`src/rtl/prog_loader.sv`:
```
// Boot-time program loader.
// Consumes a valid/ready byte stream: one count byte, then a HI/LO byte pair per
// instruction. Each pair becomes a 12-bit word {HI[3:0], LO}. Words are written to
// instruction memory from address 0 upward. The processor is held in reset until
// the last word has been written.
// Optional feature: define PROG_LOADER_CHECKSUM_EN to add a trailing XOR checksum
// byte. A mismatch parks the loader in an error state.
module prog_loader #(
  parameter int ADDR_W  = 8,
  parameter int INSTR_W = 12
) (
  input  logic               clk,
  input  logic               rst,
  input  logic [7:0]         in_data,
  input  logic               in_valid,
  output logic               in_ready,
  input  logic               reload,
  output logic               imem_we,
  output logic [ADDR_W-1:0]  imem_addr,
  output logic [INSTR_W-1:0] imem_wdata,
  output logic               cpu_rst,
  output logic               done,
  output logic               error
);

  typedef enum logic [2:0] {
    S_COUNT,
    S_HI,
    S_LO,
    S_CHK,
    S_RUN,
    S_ERR
  } state_e;

  state_e              state_q, state_d;
  logic [ADDR_W-1:0]   wptr_q, wptr_d;
  logic [8:0]          remaining_q, remaining_d;  // 9 bits: count byte 0 encodes 256
  logic [3:0]          opcode_q, opcode_d;
  logic                we_q, we_d;
  logic [ADDR_W-1:0]   addr_q, addr_d;
  logic [INSTR_W-1:0]  wdata_q, wdata_d;
  logic                ready_q, ready_d;
  logic                cpu_rst_q, cpu_rst_d;
  logic                done_q, done_d;
  logic                accept;
`ifdef PROG_LOADER_CHECKSUM_EN
  logic [7:0]          csum_q, csum_d;
  logic                error_q, error_d;
`endif

  // A reload pulse masks the handshake and any pending write in its own cycle,
  // so a byte or write coinciding with the abort never takes effect.
  assign in_ready = ready_q & ~reload;
  assign imem_we  = we_q & ~reload;
  assign accept   = in_valid & in_ready;

  assign imem_addr  = addr_q;
  assign imem_wdata = wdata_q;
  assign cpu_rst    = cpu_rst_q;
  assign done       = done_q;
`ifdef PROG_LOADER_CHECKSUM_EN
  assign error      = error_q;
`else
  assign error      = 1'b0;
`endif

  // Next-state, datapath and registered-output logic.
  always_comb begin
    // NOTE: every _d variable gets a default first; a path that skips an
    // assignment would otherwise infer a latch.
    state_d     = state_q;
    wptr_d      = wptr_q;
    remaining_d = remaining_q;
    opcode_d    = opcode_q;
    we_d        = 1'b0;
    addr_d      = addr_q;
    wdata_d     = wdata_q;
`ifdef PROG_LOADER_CHECKSUM_EN
    csum_d      = csum_q;
`endif

    case (state_q)
      S_COUNT: begin
        if (accept) begin
          remaining_d = (in_data == 8'd0) ? 9'd256 : {1'b0, in_data};
          wptr_d      = '0;
`ifdef PROG_LOADER_CHECKSUM_EN
          csum_d      = 8'd0;
`endif
          state_d     = S_HI;
        end
      end
      S_HI: begin
        if (accept) begin
          opcode_d = in_data[3:0];
`ifdef PROG_LOADER_CHECKSUM_EN
          csum_d   = csum_q ^ in_data;
`endif
          state_d  = S_LO;
        end
      end
      S_LO: begin
        if (accept) begin
          we_d        = 1'b1;
          addr_d      = wptr_q;
          wdata_d     = INSTR_W'({opcode_q, in_data});
          remaining_d = remaining_q - 9'd1;
`ifdef PROG_LOADER_CHECKSUM_EN
          csum_d      = csum_q ^ in_data;
`endif
          if (remaining_q == 9'd1) begin
            // Last word: wptr is left on the final address, never wrapped.
`ifdef PROG_LOADER_CHECKSUM_EN
            state_d = S_CHK;
`else
            state_d = S_RUN;
`endif
          end else begin
            wptr_d  = wptr_q + ADDR_W'(1);
            state_d = S_HI;
          end
        end
      end
`ifdef PROG_LOADER_CHECKSUM_EN
      S_CHK: begin
        if (accept) begin
          state_d = (in_data == csum_q) ? S_RUN : S_ERR;
        end
      end
`endif
      default: ;
    endcase

    if (reload) begin
      state_d = S_COUNT;
      wptr_d  = '0;
      we_d    = 1'b0;
    end

    ready_d   = (state_d == S_COUNT) || (state_d == S_HI) ||
                (state_d == S_LO)    || (state_d == S_CHK);
    // Status follows the state by one cycle so the processor leaves reset only
    // after the final write strobe has completed.
    done_d    = (state_q == S_RUN) && !reload;
    cpu_rst_d = (state_q != S_RUN) || reload;
`ifdef PROG_LOADER_CHECKSUM_EN
    error_d   = (state_q == S_ERR) && !reload;
`endif
  end

  // State and output registers with asynchronous active-low reset.
  always_ff @(posedge clk or negedge rst) begin
    if (!rst) begin
      state_q     <= S_COUNT;
      wptr_q      <= '0;
      remaining_q <= '0;
      opcode_q    <= '0;
      we_q        <= 1'b0;
      addr_q      <= '0;
      wdata_q     <= '0;
      ready_q     <= 1'b0;
      cpu_rst_q   <= 1'b1;
      done_q      <= 1'b0;
`ifdef PROG_LOADER_CHECKSUM_EN
      csum_q      <= '0;
      error_q     <= 1'b0;
`endif
    end else begin
      // NOTE: non-blocking assignments so every register samples the values
      // from before this edge, independent of statement order.
      state_q     <= state_d;
      wptr_q      <= wptr_d;
      remaining_q <= remaining_d;
      opcode_q    <= opcode_d;
      we_q        <= we_d;
      addr_q      <= addr_d;
      wdata_q     <= wdata_d;
      ready_q     <= ready_d;
      cpu_rst_q   <= cpu_rst_d;
      done_q      <= done_d;
`ifdef PROG_LOADER_CHECKSUM_EN
      csum_q      <= csum_d;
      error_q     <= error_d;
`endif
    end
  end

endmodule

```
`config.mk`:
```
export PLATFORM = sky130hd
export DESIGN_NAME = prog_loader
export DESIGN_NICKNAME = d
export VERILOG_FILES = /design/src/rtl/prog_loader.sv
export SDC_FILE = /design/constraint.sdc
export NUM_CORES = 1
export LEC_CHECK = 0
export CORE_ASPECT_RATIO = 0.6
export CORE_MARGIN = 2
export CORE_UTILIZATION = 34
export DETAILED_ROUTE_END_ITERATION = 16
export HOLD_SLACK_MARGIN = 0.03
export PLACE_DENSITY = 0.51
export RECOVER_POWER = 50
export SKIP_CTS_REPAIR_TIMING = 1
export SLEW_MARGIN = 5
export SYNTH_ARGS = -nofsm -noshare
export SYNTH_HDL_FRONTEND = slang
export SYNTH_SLANG_ARGS = --single-unit
```
`constraint.sdc`:
```
create_clock -name clk -period 2.1 [get_ports clk]
set_input_delay 0.315 -clock clk [delete_from_list [all_inputs] [get_ports clk]]
set_output_delay 0.315 -clock clk [all_outputs]
set_load 0.005 [all_outputs]
```
==> results.json <==
{
  "status": "complete, no violations",
  "cts_htree_levels": 2,
  "worstPathBufferInverterCount": 3,
  "num_vias": 1714,
  "pin_count_of_the_biggest_net_entering_global_routing": 30,
  "drive_gt1_share_pct": 21.03,
  "fin_worst_hold_slack_ns": 0.5046,
  "post_drt_via_cell_ratio": 5.056,
  "die_h_um": 67.48,
  "fp.dieArea_um2": 7409,
  "stdcell_area_um2": 2923,
  "grt_first_pass_wirelength_um": 8956,
  "grt_total_ovfl": 0,
  "criticalPathCategory": "input pin to primary output",
  "critical_path_start": "reload",
  "clkTransAtPathRegs_ns": 0.09,
  "timing.critical_path.arrival_ns": 1.56,
  "design.core.area_um2": 6590,
  "worst_hold_startpoint": "imem_addr[2]$_DFFE_PN0P_",
  "drt_pre_antenna_iters": 4,
  "cts.sinks": 48,
  "place_area_um2": 2810,
  "critical-path-top-delay-family": "buffers and inverters",
  "synth_cells": 203,
  "design.final.nets": 266,
  "power_density_nw_per_um2": 705.1,
  "syn-num-nets": 218,
  "fin_worst_skew_ns": 0.006251,
  "layout_stage_area_growth_over_the_synthesis_result_pct": 28.00,
  "yosysWarnings": 0,
  "setup_ws_ns": 0.2278,
  "achievable-frequency_mhz": 534.1,
  "cpMostUsedCell": "clkdlybuf4s50_1",
  "gp_routability_congestion": 0.8007,
  "worstPathMaxFanout": 7,
  "ctsRootBufferMaster": "clkbuf_8",
  "synth.cell_area_um2": 2283,
  "num-fill-cells": 640,
  "timing.final.crit_share_pct": 89.15,
  "preCtsSetupSlack_ns": 0.1317,
  "ant_nets": 0,
  "tritoncts": "yes",
  "worstMarginPinSlew_ns": 1.142,
  "worst_slew_margin_rel_pct": 23.89,
  "post_synth_num_cell_types": 45,
  "finalMaxSlewViolations": 0,
  "crit_path_cell_trace": "clkdlybuf4s50_1, clkbuf_1, nor2b_1, clkdlybuf4s50_1",
  "shortest_period_the_worst_path_allows_ns": 1.872,
  "rows": 23,
  "via_count_of_the_first_global_routing_pass": 1696,
  "place.detailed.hpwl_um": 3870,
  "dp.cells": 330,
  "start_util_pct": 34.65,
  "grt_setup_unrepaired": "no",
  "drcViolationCount": 0,
  "p_leak_nw": 1.334,
  "finalHoldViolCount": 0,
  "cts_inserted_buffers": 5,
  "min-delay-path-class": "register to register",
  "synth_sequential_area_ratio_pct": 52.66,
  "yosys_register_bits": 48,
  "num_io_pins": 37,
  "insertion_delay_to_the_later_sink_of_the_worst_skew_pair_ns": 0.30,
  "grt_antenna_before_repair": 0,
  "final_core_util_pct": 44.35,
  "cts.path.max_buffers": 2,
  "setup_total_negative_slack_ns": 0,
  "finalPower_mw": 2.061,
  "final-instance-count-excl-fill": 339,
  "setup_viol": 0,
  "critPathLaunchType": "input pin",
  "detailedRoute.firstIterationViolations": 59,
  "max_stage_delay_ns": 0.47,
  "vdd_drop_max_uv": 301.8,
  "critical_path_required_ns": 1.78,
  "critPathSlowestCell": "clkdlybuf4s50_1",
  "die_outline_width_um": 109.8,
  "regToRegStartpoint": "state_q[0]$_DFF_PN0_",
  "postRouteWirelength_um": 5395,
  "n_antenna_cell": 0,
  "post_synth.cell_area_avg_um2": 11.25,
  "grt.total_usage_pct": 16.36,
  "cap_viol_max_count": 0,
  "drt-wirelength-per-cell_um": 15.91,
  "placement.io_buffers": 35,
  "cp-end-kind": "primary output"
}
-- cells in the final DEF (no fill, tap or decap), types with 4 or more instances in the layout --
| cell | Yosys | routed |
|---|---|---|
| a21oi_1 | 13 | 13 |
| a31oi_1 | 5 | 5 |
| buf_4 | 2 | 12 |
| clkbuf_8 | 0 | 5 |
| clkdlybuf4s50_1 | 0 | 25 |
| dfrtp_1 | 47 | 47 |
| dlygate4sd3_1 | 0 | 10 |
| inv_1 | 6 | 6 |
| mux2_2 | 24 | 24 |
| nand2_1 | 8 | 8 |
| nand3_1 | 9 | 9 |
| nor2_1 | 17 | 17 |
| nor3_1 | 4 | 4 |
| o21ai_0 | 14 | 14 |
-- routing by layer --
metal  part of all wire, %  up-vias  GRT usage [%]
met3                   7.5        8          5.212
met2                    36       46          21.09
met5                     0        -              0
li1                      -      833              -
met4                  0.85        0          3.797
met1                    55      827          25.79
-- report_power, final --
| group | internal, mW | leakage [nW] | switching (mW) |
|---|---|---|---|
| Combinational | 0.179 | 0.649 | 0.138 |
| Clock | 0.354 | 0.0552 | 0.312 |
| Sequential | 1.01 | 0.629 | 0.0712 |
-- cells by family after synthesis --
group / after synthesis / synth area share (%)
flip-flops: 48 / 52.66
AO/OA/AOI/OAI: 47 / 12.77
multiplexers: 25 / 12.27
other: 1 / 0.1642
adder cells (fa/ha/maj): 3 / 1.644
buffers and inverters: 16 / 3.835
AND/OR/NAND/NOR: 63 / 16.66
-- cell usage after synthesis (all sizes together) --
| master | instances | area share [%] |
|---|---|---|
| a211oi | 1 | 0.33 |
| a21o | 2 | 0.66 |
| a21oi | 13 | 2.8 |
| a22o | 1 | 0.38 |
| a22oi | 1 | 0.33 |
| a31oi | 5 | 1.4 |
| a32o | 1 | 0.44 |
| and2 | 1 | 0.27 |
| and3 | 3 | 0.82 |
| and4 | 2 | 0.77 |
| buf | 8 | 2.5 |
| clkbuf | 2 | 0.33 |
| conb | 1 | 0.16 |
| dfrtp | 47 | 52 |
| dfstp | 1 | 1.2 |
| ha | 3 | 1.6 |
| inv | 6 | 0.99 |
| mux2 | 24 | 12 |
| mux2i | 1 | 0.44 |
| nand2 | 8 | 1.3 |
| nand2b | 1 | 0.27 |
| nand3 | 9 | 2.0 |
| nand3b | 1 | 0.88 |
| nand4 | 1 | 0.27 |
| nand4b | 2 | 0.77 |
| nor2 | 18 | 3.7 |
| nor2b | 3 | 0.82 |
| nor3 | 5 | 1.3 |
| nor3b | 1 | 0.55 |
| nor4 | 3 | 1.1 |
| nor4b | 1 | 0.38 |
| o21ai | 14 | 3.1 |
| o22a | 3 | 1.2 |
| o311ai | 3 | 1.2 |
| o31ai | 2 | 0.66 |
| o41ai | 1 | 0.38 |
| or2 | 1 | 0.27 |
| or3 | 1 | 0.27 |
| or3b | 1 | 0.49 |
| or4b | 1 | 0.44 |
-- path summary, 6_finish.rpt --
check	endpoint	slack [ns]	depth (start not counted)
worst max-delay path	imem_we	0.23	4
worst min-delay path	imem_addr[2]$_DFFE_PN0P_	0.50	1
worst max register to register	imem_wdata[10]$_DFFE_PN0P_	0.30	4
worst min register to register	imem_addr[2]$_DFFE_PN0P_	0.50	1
max in group asynchronous	remaining_q[0]$_DFFE_PN0P_	0.63	3
min in group asynchronous	imem_addr[3]$_DFFE_PN0P_	0.75	2
-- area by class of cell --
cell class / instances / area, um2 / share of cell area (%)
Timing Repair Buffer: 51 / 488.0 / 16.70
Sequential cell: 48 / 1202 / 41.14
Clock buffer: 6 / 72.57 / 2.483
Inverter: 6 / 22.52 / 0.7705
Multi-Input combinational cell: 139 / 993.5 / 33.99
Clock inverter: 2 / 35.03 / 1.199
Tap cell: 87 / 108.9 / 3.724
-- state kept, by name, summed over array words and instances, names as in the netlist --
signal	flops
imem_wdata	12
remaining_q	9
imem_addr	8
wptr_q	8
opcode_q	4
state_q	3
cpu_rst	1
done	1
ready_q	1
we_q	1
-- worst register-to-register path: cells and delay by family, from the launching register on --
family / cells / cell delay [ns]
buffers and inverters: 1 / 0.19
flip-flops: 1 / 0.48
AND/OR/NAND/NOR: 2 / 0.66
multiplexers: 1 / 0.38
Power figures use the tool's default switching activity.
==> patch, RTL diff (same flow settings) <==
Re-encode `state_e` (6 states) as one-hot, 6 bits wide.
--- a/src/rtl/prog_loader.sv
+++ b/src/rtl/prog_loader.sv
@@ -23,13 +23,13 @@
   output logic               error
 );
 
-  typedef enum logic [2:0] {
-    S_COUNT,
-    S_HI,
-    S_LO,
-    S_CHK,
-    S_RUN,
-    S_ERR
+  typedef enum logic [5:0] {
+    S_COUNT = 6'b000001,
+    S_HI    = 6'b000010,
+    S_LO    = 6'b000100,
+    S_CHK   = 6'b001000,
+    S_RUN   = 6'b010000,
+    S_ERR   = 6'b100000
   } state_e;
 
   state_e              state_q, state_d;
Behaviour: no difference found for any inputs over 10 cycles, from zero or initial values and one cycle with rst low; not proved beyond that.
==> patch against the unedited design <==
- the run now ends with negative setup slack left
- synthesized area is 8.3% higher
- worst hold slack worse by 0.13 ns
- synthesized cell count is 35% higher
- global-route usage hardly changed
- total power is 9.7% higher
- via count is 25% higher
- sequential cell count is 3 higher
- final area is 14% higher
- routed wire length is 13% higher
- count of clock-buffer cells in the layout is 1 lower
- sequential share of layout area is 2.8 points lower
- core utilization is 2.3 points higher
- worst setup slack worse by 0.25 ns
- critical endpoint is now wptr_q[6]$_DFFE_PN0P_
- largest cell class unchanged
==> patch: results (changes against the unedited design) <==
[routing]
route.met3.wl_microns=268  ; -33%
wl_per_cell_microns=14.3  ; -10%
met1_length_microns=3330  ; +11%
wl_met2_microns=2420  ; +24%
routed_wirelength_microns=6090  ; +13%
via_per_inst=5.03  ; -0.46%
drt_iter0_drc=119  ; +100%

[clock_network]
clk_pin_slew_ns=0.07  ; -0.02 ns
cts_root_buf=clkbuf_16

[worst_setup_path]
cpPeakStageDelay_ns=0.53  ; +0.06 ns
path_class=register to register
critPathLaunch=state_q[4]$_DFF_PN0_
r2r_start=state_q[4]$_DFF_PN0_
critPathMaxFanout=4  ; -3
r2r-end=wptr_q[6]$_DFFE_PN0P_

[grt]
grt_pass1_vias=1923  ; +13%
use_met1_pct=27.4  ; +1.6 points
grt_use_met3_pct=3.73  ; -1.5 points
grt_util_met2_pct=20.1  ; -0.98 points
grt_usage_pct=16.4  ; +0.025 points
grt_pass1_wl_microns=10300  ; +15%

[placed_design]
dp_slack_ns=-0.170  ; -0.302 ns
dpl.cell_count=414  ; +25%
gp_congestion=0.844  ; +5.4%
post-dp-hpwl_microns=4350  ; +12%
placed_area_sq_mm=0.00310  ; +10%

[power]
swShare_pct=27.7  ; +2.4 points
p_leak_nw=1.54  ; +16%
peakVddDrop_mv=0.318  ; +5.5%

[sta]
worst_pin_slew_ns=1.27  ; +0.128 ns
clock_skew_ns=0.00595  ; -0.000301 ns
tns_ns=-0.0265  ; -0.0265 ns
layout_setup_ws_ns=-0.0265  ; -0.254 ns
setup_viol=1  ; +1
holdWs_ns=0.372  ; -0.132 ns

[finish]
nets=349  ; +31%
drive_above_1_share_pct=19.7  ; -1.3 points

[worst_hold_path]
hold_path_class=input pin to asynchronous set/reset pin

[yosys]
synth_common_cells=nand2_1, dfrtp_1, o21ai_0
synth_xor_area_share_pct=0.354  ; +0.35 points
ys_warn_count=0  ; unchanged
seq_area_frac_synth_pct=51.7  ; -0.96 points
syn_nets=289  ; +33%
avgSynthCellArea_sq_um=9.03  ; -20%

[outcome]
violations=negative setup slack
status=finished with violations

[patch: cell types whose count changed after synthesis, moves of 4 or more]
cell and change:
or4_1 +4, or3_1 +4, o21ai_0 +6, clkbuf_1 +11, a31oi_1 -4, nand2_1 +62
buf_2 -4, a21oi_1 +4, mux2_2 -19
[patch: final cells by class]
type | instances | area, sq um
clock buffers | 5 | 125
clock inverters | 3 | 26.3
fillers | 711 | 3810
inverters | 7 | 26.3
multi-input cells | 200 | 1150
flip-flops and latches | 51 | 1280
well taps | 91 | 114
repair buffers | 69 | 614
[patch: power groups by stage]
| stage | clock network [mW] | registers, mW | logic [mW] |
|---|---|---|---|
| final | 0.844 | 1.10 | 0.320 |
| after global routing | 0.920 | 1.10 | 0.360 |
| after CTS | 0.867 | 1.09 | 0.306 |
| after detailed placement | 0 | 1.11 | 0.303 |
| after global placement | 0 | 1.11 | 0.300 |
| after floorplan | 0 | 1.10 | 0.162 |
